### src/rtl/audio_cue_sequencer.sv
// Cue sequencer for the Pmod amp: wakes the amplifier, plays the shuffle
// or solve melody through the tone generator and signals completion.
module audio_cue_sequencer #(
    parameter int unsigned TICK_DIV   = 100000,
    parameter int unsigned WAKE_TICKS = 5,
    parameter int unsigned NOTE_TICKS = 150,
    parameter int unsigned GAP_TICKS  = 20,
    parameter bit          GAIN_HIGH  = 1'b0
) (
    input  logic        clk,
    input  logic        rst_n,
    input  logic        enable,
    input  logic        shuffle_req,
    input  logic        solve_req,
    output logic [17:0] tone_half_period,
    output logic        tone_en,
    output logic        amp_shdn,
    output logic        amp_gain,
    output logic        busy,
    output logic        done
);

    localparam int PW = $clog2(TICK_DIV + 1);

    typedef enum logic [2:0] {
        S_IDLE, S_WAKE, S_NOTE, S_GAP, S_DONE
    } state_t;

    state_t        state_q;
    logic [PW-1:0] pre_q;
    logic [15:0]   tick_q;
    logic [1:0]    idx_q;
    logic          mel_q;
    logic          shuf_q;
    logic          solv_q;

    logic [15:0]   len;
    logic          pre_wrap;
    logic          tick_end;
    logic          preempt;
    logic [1:0]    last_idx;

    // Solve melody extends the shuffle melody, so one table serves both.
    function automatic logic [17:0] rom(input logic [1:0] i);
        case (i)
            2'd0:    rom = 18'd95556;
            2'd1:    rom = 18'd75843;
            2'd2:    rom = 18'd63776;
            default: rom = 18'd47778;
        endcase
    endfunction

    always_comb begin
        len = 16'd1;
        case (state_q)
            S_WAKE:  len = 16'(WAKE_TICKS);
            S_NOTE:  len = 16'(NOTE_TICKS);
            S_GAP:   len = 16'(GAP_TICKS);
            default: len = 16'd1;
        endcase
        pre_wrap = (pre_q == PW'(TICK_DIV - 1));
        tick_end = pre_wrap && (tick_q == len - 16'd1);
        preempt  = solv_q && !mel_q;
        last_idx = mel_q ? 2'd3 : 2'd2;
    end

    assign amp_gain = GAIN_HIGH;

    always_ff @(posedge clk or negedge rst_n) begin
        if (!rst_n) begin
            state_q          <= S_IDLE;
            pre_q            <= '0;
            tick_q           <= '0;
            idx_q            <= '0;
            mel_q            <= 1'b0;
            shuf_q           <= 1'b0;
            solv_q           <= 1'b0;
            tone_half_period <= '0;
            tone_en          <= 1'b0;
            amp_shdn         <= 1'b0;
            busy             <= 1'b0;
            done             <= 1'b0;
        end else begin
            shuf_q <= enable && shuffle_req;
            solv_q <= enable && solve_req;
            done   <= 1'b0;
            if (pre_wrap) begin
                pre_q  <= '0;
                tick_q <= tick_q + 16'd1;
            end else begin
                pre_q <= pre_q + PW'(1);
            end
            if (!enable) begin
                state_q          <= S_IDLE;
                pre_q            <= '0;
                tick_q           <= '0;
                idx_q            <= '0;
                mel_q            <= 1'b0;
                tone_half_period <= '0;
                tone_en          <= 1'b0;
                amp_shdn         <= 1'b0;
                busy             <= 1'b0;
            end else begin
                case (state_q)
                    S_IDLE: begin
                        pre_q  <= '0;
                        tick_q <= '0;
                        if (solv_q || shuf_q) begin
                            state_q  <= S_WAKE;
                            mel_q    <= solv_q;
                            busy     <= 1'b1;
                            amp_shdn <= 1'b1;
                        end
                    end
                    S_WAKE: begin
                        // Preempting during wake keeps the wake timing.
                        if (preempt) mel_q <= 1'b1;
                        if (tick_end) begin
                            state_q          <= S_NOTE;
                            idx_q            <= 2'd0;
                            tone_en          <= 1'b1;
                            tone_half_period <= rom(2'd0);
                            pre_q            <= '0;
                            tick_q           <= '0;
                        end
                    end
                    S_NOTE, S_GAP: begin
                        if (preempt) begin
                            state_q          <= S_NOTE;
                            mel_q            <= 1'b1;
                            idx_q            <= 2'd0;
                            tone_en          <= 1'b1;
                            tone_half_period <= rom(2'd0);
                            pre_q            <= '0;
                            tick_q           <= '0;
                        end else if (tick_end) begin
                            pre_q  <= '0;
                            tick_q <= '0;
                            if (state_q == S_NOTE) begin
                                state_q <= S_GAP;
                                tone_en <= 1'b0;
                            end else if (idx_q == last_idx) begin
                                state_q <= S_DONE;
                                done    <= 1'b1;
                            end else begin
                                state_q          <= S_NOTE;
                                idx_q            <= idx_q + 2'd1;
                                tone_en          <= 1'b1;
                                tone_half_period <= rom(idx_q + 2'd1);
                            end
                        end
                    end
                    default: begin
                        state_q          <= S_IDLE;
                        pre_q            <= '0;
                        tick_q           <= '0;
                        idx_q            <= '0;
                        mel_q            <= 1'b0;
                        tone_half_period <= '0;
                        amp_shdn         <= 1'b0;
                        busy             <= 1'b0;
                    end
                endcase
            end
        end
    end

endmodule

### config.mk
export PLATFORM = sky130hd
export DESIGN_NAME = audio_cue_sequencer
export DESIGN_NICKNAME = d
export VERILOG_FILES = /design/src/rtl/audio_cue_sequencer.sv
export SDC_FILE = /design/constraint.sdc
export NUM_CORES = 1
export LEC_CHECK = 0
export BUFFER_PORTS_ARGS = -buffer_cell sky130_fd_sc_hd__buf_2
export CAP_MARGIN = 20
export CORE_MARGIN = 5
export CORE_UTILIZATION = 40
export CTS_CLUSTER_SIZE = 28
export DETAILED_ROUTE_END_ITERATION = 8
export GPL_ROUTABILITY_DRIVEN = 0
export PLACE_DENSITY_LB_ADDON = 0.2
export REMOVE_ABC_BUFFERS = 1
export SLEW_MARGIN = 20
export SYNTH_ARGS = -nofsm -noshare
export SYNTH_HDL_FRONTEND = slang
export SYNTH_SLANG_ARGS = --single-unit
### constraint.sdc
create_clock -name clk -period 3 [get_ports clk]
set_clock_uncertainty 0.1 [all_clocks]
set_input_delay 0.75 -clock clk [delete_from_list [all_inputs] [get_ports clk]]
set_output_delay 0.75 -clock clk [all_outputs]
set_load 0.02 [all_outputs]
Word-level counts from Yosys, hierarchy flattened
Index checks and enable logic that the tools add are counted.
{"block": "word_totals", "in_bits": 5, "word_cells": 103, "out_inout_bits": 23, "regBits": 62}
{"block": "op_classes", "reduce_logical": 15, "n_mux": 55, "n_eq_ne": 18, "add_sub_neg": 4}
{"op": "2-to-1 mux 18 bit", "count": 6}
{"op": "2-to-1 mux 17 bit", "count": 4}
{"op": "2-to-1 mux 16 bit", "count": 4}
{"op": "case mux 18 bit (3 select lines)", "count": 1}
{"op": "case mux 17 bit (3 select lines)", "count": 1}
{"op": "case mux 17 bit (2 select lines)", "count": 1}
{"op": "case mux 16 bit (2 select lines)", "count": 1}
{"op": "case mux 8 bit (3 select lines)", "count": 1}
{"op": "2-to-1 mux 3 bit", "count": 7}
{"op": "2-to-1 mux 1 bit", "count": 18}
{"op": "adder 17 x 1 -> 17 bit (second input constant)", "count": 1}
{"op": "== test 17 bit (second input constant)", "count": 1}
{"op": "adder 16 x 1 -> 16 bit (second input constant)", "count": 1}
{"op": "== test 16 bit", "count": 1}
{"op": "subtractor 16 x 1 -> 16 bit (second input constant)", "count": 1}
{"op": "2-to-1 mux 2 bit", "count": 6}
{"op": "inequality test 4 bit (second input constant)", "count": 3}
{"op": "case mux 3 bit (3 select lines)", "count": 1}
{"op": "== test 3 x 2 -> 1 bit (second input constant)", "count": 2}
{"op": "inequality test 3 bit (second input constant)", "count": 2}
{"op": "case mux 1 bit (2 select lines)", "count": 3}
{"op": "case mux 2 bit (3 select lines)", "count": 1}
{"op": "inequality test 5 bit (second input constant)", "count": 1}
{"op": "AND reduction 5 bit", "count": 1}
{"op": "18 further kinds", "count": 23}

Logic depth before layout (Yosys ltp)
{"block": "logic_depth", "depth_word": 9, "ltp_mapped": 11, "mapped_depth_nobuf": 9}

Worst setup path after synthesis
OpenSTA, ideal clock, no wires.
{"block": "synth_timing", "path_kind": "register -> register", "from": "register state_q[1]", "to": "register tone_half_period[11]", "required_ns": 2.775, "t_arrival_ns": 2.433, "period_less_slack_ns": 2.658, "stages_incl_launch_ff": 12, "slack_ns": 0.342, "path_buffers": 2, "path_cell_list": "dfrtp_1 buf_2 nor2b_1 nand2b_1 ha_1 xor2_1 a211o_1 a211o_1 o21ai_2 nand2_2 buf_6 mux2_4"}
{"block": "synth_between", "elab_chain_cells": 7}
{"element": "start, declared", "line": "29", "rtl": "state_t state_q;"}
{"element": "start signal, assigned", "line": "71", "rtl": "state_q <= S_IDLE;"}
{"element": "start signal, assigned", "line": "94", "rtl": "state_q <= S_IDLE;"}
{"element": "start signal, assigned", "line": "109", "rtl": "state_q <= S_WAKE;"}
{"element": "== test 3 x 2 -> 1 bit (tied with other cells)", "line": "55, 104"}
{"element": "case mux 8 bit (3 select lines)", "line": "55", "rtl": "case (state_q)"}
{"element": "subtractor 16 x 1 -> 16 bit", "line": "62", "rtl": "tick_end = pre_wrap && (tick_q == len - 16'd1);"}
{"element": "== test 16 bit", "line": "62"}
{"element": "logical AND 1 bit", "line": "62"}
{"element": "inequality test 4 bit (no line) / inequality test 3 bit (equally long branches)"}
{"element": "AND reduction 5 bit (no line)"}
{"element": "end signal, assigned", "line": "122", "rtl": "tone_half_period <= rom(2'd0);"}
{"element": "end signal, assigned", "line": "133", "rtl": "tone_half_period <= rom(2'd0);"}
{"element": "end signal, assigned", "line": "149", "rtl": "tone_half_period <= rom(idx_q + 2'd1);"}
{"element": "end, declared", "line": "15", "rtl": "output logic [17:0] tone_half_period,"}
Several ways; a longest one is shown, not always the timed one.
A chain may end at the register's enable or synchronous reset.

Worst setup path after layout
{"block": "layout_timing", "from": "register state_q[2]", "to": "register state_q[0]"}
{"block": "layout_between", "elab_chain_cells": 7}
{"element": "== test 3 x 2 -> 1 bit (tied with other cells)", "line": "55, 104"}
{"element": "case mux 8 bit (3 select lines)", "line": "55"}
{"element": "subtractor 16 x 1 -> 16 bit", "line": "62"}
{"element": "== test 16 bit", "line": "62"}
{"element": "logical AND 1 bit", "line": "62"}
{"element": "inequality test 4 bit (no line) / inequality test 3 bit (equally long branches)"}
{"element": "AND reduction 3 bit (no line)"}
Several ways; a longest one is shown, not always the timed one. The select of a mux whose other input is x is not followed.

==> results summary <==
Including well taps, the total number of placed cells is 416. The largest family of logic cells by synthesized area is simple AND/OR/NAND/NOR gates. The synthesized-area fraction occupied by adder cells came out at 3.42%.

The reg-to-reg critical path endpoint is state_q[0]$_DFFE_PN0P_. In this run the vertical extent of the chip is 95.6 um. Synthesis produced 307 cells. The number of cells in the finished layout apart from fillers is 423. The number of nets in the finished design came out at 337.

The average routed wire per standard cell is 12.9 um. The antenna diode count is 0. The first global-routing pass estimated 9570 um of wire. After detailed routing, the number of remaining DRC violations is 0.

In this design, the largest share of critical-path delay is due to compound AO/OA/AOI/OAI gates. Measured in cells, the most critical reg-to-reg path has a length of 9. TritonCTS built the clock tree. In the routed layout, each cell is associated on average with a via count of 5.00. STA classifies the critical path endpoint as a flop. The category of the worst setup path launch point is a flop. The floorplan step defined a core boundary enclosing 7180 um2.

The number of synthesized flops with an enable pin is 0. On the worst path, the slowest cell contributes a delay of 0.44 ns. The die width is 95.6 um.

The highest clock frequency the design can meet came out at 0.364 GHz. The total detailed-routing wirelength came out at 5480 um. The CTS sink count is 54. Setup violations remaining at the end of the flow were counted as 0. For this design the ratio of total power to cell area is 438 nW/um2. The leakage power came out at 1.46 nW. The area growth from synthesis to layout came out at 8.20%. In this run the tool buffered the top-level ports with 23 buffer cells.

The number of global-route vias before repair is 2,072. The worst register-to-register path begins at state_q[2]$_DFFE_PN0P_. The global router's overall resource usage came out at 13.1%.

The top-level I/O count came out at 28. The compound-cell area share of the yosys netlist is 5.34%. The simple-gate area share of the yosys netlist came out at 23.9%. The type of the worst min-delay path is primary input to asynchronous set/reset pin. The number of distinct library cells after synthesis came out at 43. Counting the fill cells in the layout gives 685. After clock tree synthesis, the repair step resized 0 gates. The pre-antenna-repair detailed-routing pass consisted of 4 iterations.

The depth of the CTS H-tree came out at 2. The pin count of the biggest net entering global routing is 23. The flop and latch count out of synthesis is 54. The total vias in the final route came out at 2,115.

The mean post-synth cell area is 9.54 um2. By area the synthesized netlist is led by sky130_fd_sc_hd__dfrtp_1 46%, sky130_fd_sc_hd__xor2_1 6.6%, sky130_fd_sc_hd__nor2_1 6.0%. The critical path data required time is 3.10 ns. At the later pin of the worst-skew pair, clock insertion delay measures 0.30 ns. After clock tree synthesis, the clock-pin slew on the worst setup and hold paths is 0.09 ns. The slack of the worst reg-to-reg path came out at 0.25 ns. The worst-margin pin slew is 0.688 ns. The sequential cell area fraction in the yosys report is 46.1%.

In this run, CTS created clock tree buffers numbering 5. The count of max-cap constraint violations came out at 0. After Yosys synthesis, XOR and XNOR cells account for 9.57% of the synthesized area. The most common cell after layout, fill and taps aside is sky130_fd_sc_hd__dfrtp_1. The tree is rooted in a sky130_fd_sc_hd__clkbuf_8.

For this run, the leading register cell type out of synthesis is sky130_fd_sc_hd__dfrtp_1. The number of antenna violations at the first check in global routing came out at 0. The routed design could run at a clock period as short as 2.75 ns.

The half-perimeter wire length after detailed placement is 4020 um. Counting flops with an async set or reset pin after synthesis yields a share of 100%. The maximum vdd drop is 132 uV. The sum of buffers and inverters on the critical path is 1. The top cell type by area accounts for 46.1% of the synthesized area. Setup repair after global routing left no endpoint under its margin. The cell seen most often among critical-path stages is sky130_fd_sc_hd__a211o_1. The library cells used most frequently in the layout, excluding fill and tap cells, are 54 x sky130_fd_sc_hd__dfrtp_1, 47 x sky130_fd_sc_hd__nor2_1, 23 x sky130_fd_sc_hd__buf_2. sky130_fd_sc_hd__dfrtp_1 takes more of the synthesized area than any other cell.

The total global routing overflow came out at 0. The final max-slew violation count came out at 0. The count of nets left with antenna violations once routing finished came out at 0. The starting density of the core came out at 40.8%.

The count of buffers added by post-CTS timing repair for setup is 0. Measured against its own limit, the worst slew margin works out to 54.1%. The maximum root-to-sink buffer count is 2. The multiplexer fraction of the synthesized cell area is 5.47%. The number of hold buffers added after CTS is 0. The highest net fanout along the worst path is 19.

The netlist area before placement came out at 2930 um2. The slowest stage of the critical path is the sky130_fd_sc_hd__dfrtp_1 cell. Walking the worst path, the cells encountered are nor2b_1 -> nand2b_1 -> ha_1 -> xor2_1 -> a211o_1 -> a211o_1 -> o21ai_2 -> buf_4 -> mux2_2. The final-report hold violation count came to 0. The run finished with clean final reports. The count of routing violations after the opening detailed-route iteration is 97.

The proportion of layout cells with a drive suffix above 1 is 13.9%. In the finished design, the share of the clock period the worst path needs comes to 91.6%. The critical path is of the flop to flop type. The data arrival at the endpoint of the critical path is 2.85 ns. The number of standard-cell rows in the floorplan came out at 31. The post-layout utilization of the core is 44.2%. Yosys printed 0 warnings. The floorplan step defined a die boundary enclosing 9130 um2.
flip-flops by register name, summed over array words and instances, names as in the netlist:
register	flops
pre_q	17
tick_q	16
tone_half_period	10
state_q	3
idx_q	2
busy	1
done	1
mel_q	1
shuf_q	1
solv_q	1
tone_en	1
how the worst max path moves through the flow:
stage,startpoint,to,slack [ns],depth (start not counted)
6_report,state_q[2]$_DFFE_PN0P_,state_q[0]$_DFFE_PN0P_,0.25,9
5_1_grt,state_q[2]$_DFFE_PN0P_,tone_half_period[13]$_DFFE_PN0P_,0.04,9
4_1_cts,state_q[2]$_DFFE_PN0P_,tone_half_period[12]$_DFFE_PN0P_,0.23,9
3_5_place_dp,state_q[2]$_DFFE_PN0P_,tone_half_period[12]$_DFFE_PN0P_,0.25,9
3_3_place_gp,state_q[2]$_DFFE_PN0P_,tone_half_period[13]$_DFFE_PN0P_,0.28,9
2_1_floorplan,state_q[1]$_DFFE_PN0P_,tone_half_period[11]$_DFFE_PN0P_,-0.13,9
logic make-up (layout without fill, tap and decap cells):
kind of cell    after synthesis  after routing
buf+inv                      33             47
compound gates               25             25
mux                          14             14
simple gates                140            140
fa+ha+maj                     8              8
xor+xnor                     32             32
flops                        54             54
other cells                   1              4
worst register-to-register path, stage by stage (launching register included):
cell and delay (ns):
sky130_fd_sc_hd__dfrtp_1 0.44, sky130_fd_sc_hd__nor2b_1 0.29, sky130_fd_sc_hd__nand2b_1 0.10, sky130_fd_sc_hd__ha_1 0.19, sky130_fd_sc_hd__xor2_1 0.15, sky130_fd_sc_hd__a211o_1 0.30, sky130_fd_sc_hd__a211o_1 0.32, sky130_fd_sc_hd__o21ai_2 0.15
sky130_fd_sc_hd__buf_4 0.26, sky130_fd_sc_hd__mux2_2 0.36
synthesized netlist by cell type, drive strengths merged, types with 4 or more instances:
cell type and instances:
and3 9, ha 8, nor2b 4, nor4 7
a21oi 8, mux2i 7, inv 11, clkbuf 7
nand3 18, mux2 7, buf 15, xnor2 10
xor2 22, o21ai 9, nor2 47, nand2 23
and2 7, dfrtp 54, nand4 9
stage by stage:
| stage | TNS (ns) | power (mW) | hold WS (ns) | setup WS [ns] | cell area (um2) |
|---|---|---|---|---|---|
| final | 0 | 1.39 | 0.292 | 0.251 | 3170 |
| after global routing | 0 | 1.47 | 0.326 | 0.0396 | 3170 |
| after CTS | 0 | 1.42 | 0.308 | 0.232 | 3170 |
| after detailed placement | 0 | 1.03 | 0.342 | 0.255 | 3090 |
| after global placement | 0 | 1.03 | 0.338 | 0.279 | 3090 |
| after floorplan | -0.744 | 0.944 | 0.324 | -0.135 | 2810 |
layer usage:
| layer | share of wire, % | vias up | track usage, % |
|---|---|---|---|
| li1 | - | 1061 | - |
| met1 | 48 | 1019 | 16.7 |
| met5 | 0 | - | 0 |
| met2 | 47 | 29 | 21.9 |
| met3 | 3.3 | 6 | 3.16 |
| met4 | 1.0 | 0 | 4.27 |
report_power, final:
part | internal, mW | switching, mW | leakage, nW
combinational | 0.0848 | 0.148 | 0.672
clock | 0.161 | 0.216 | 0.0383
sequential | 0.754 | 0.0221 | 0.746
cell type report:
| cell class | count | area (um2) | share of cell area (%) |
|---|---|---|---|
| Timing Repair Buffer | 29 | 160 | 5.05 |
| Multi-Input combinational cell | 223 | 1420 | 44.7 |
| Inverter | 11 | 41.3 | 1.30 |
| Clock buffer | 7 | 76.3 | 2.41 |
| Tap cell | 99 | 124 | 3.91 |
| Sequential cell | 54 | 1350 | 42.6 |
No activity file was read; power rests on OpenSTA's default activity.
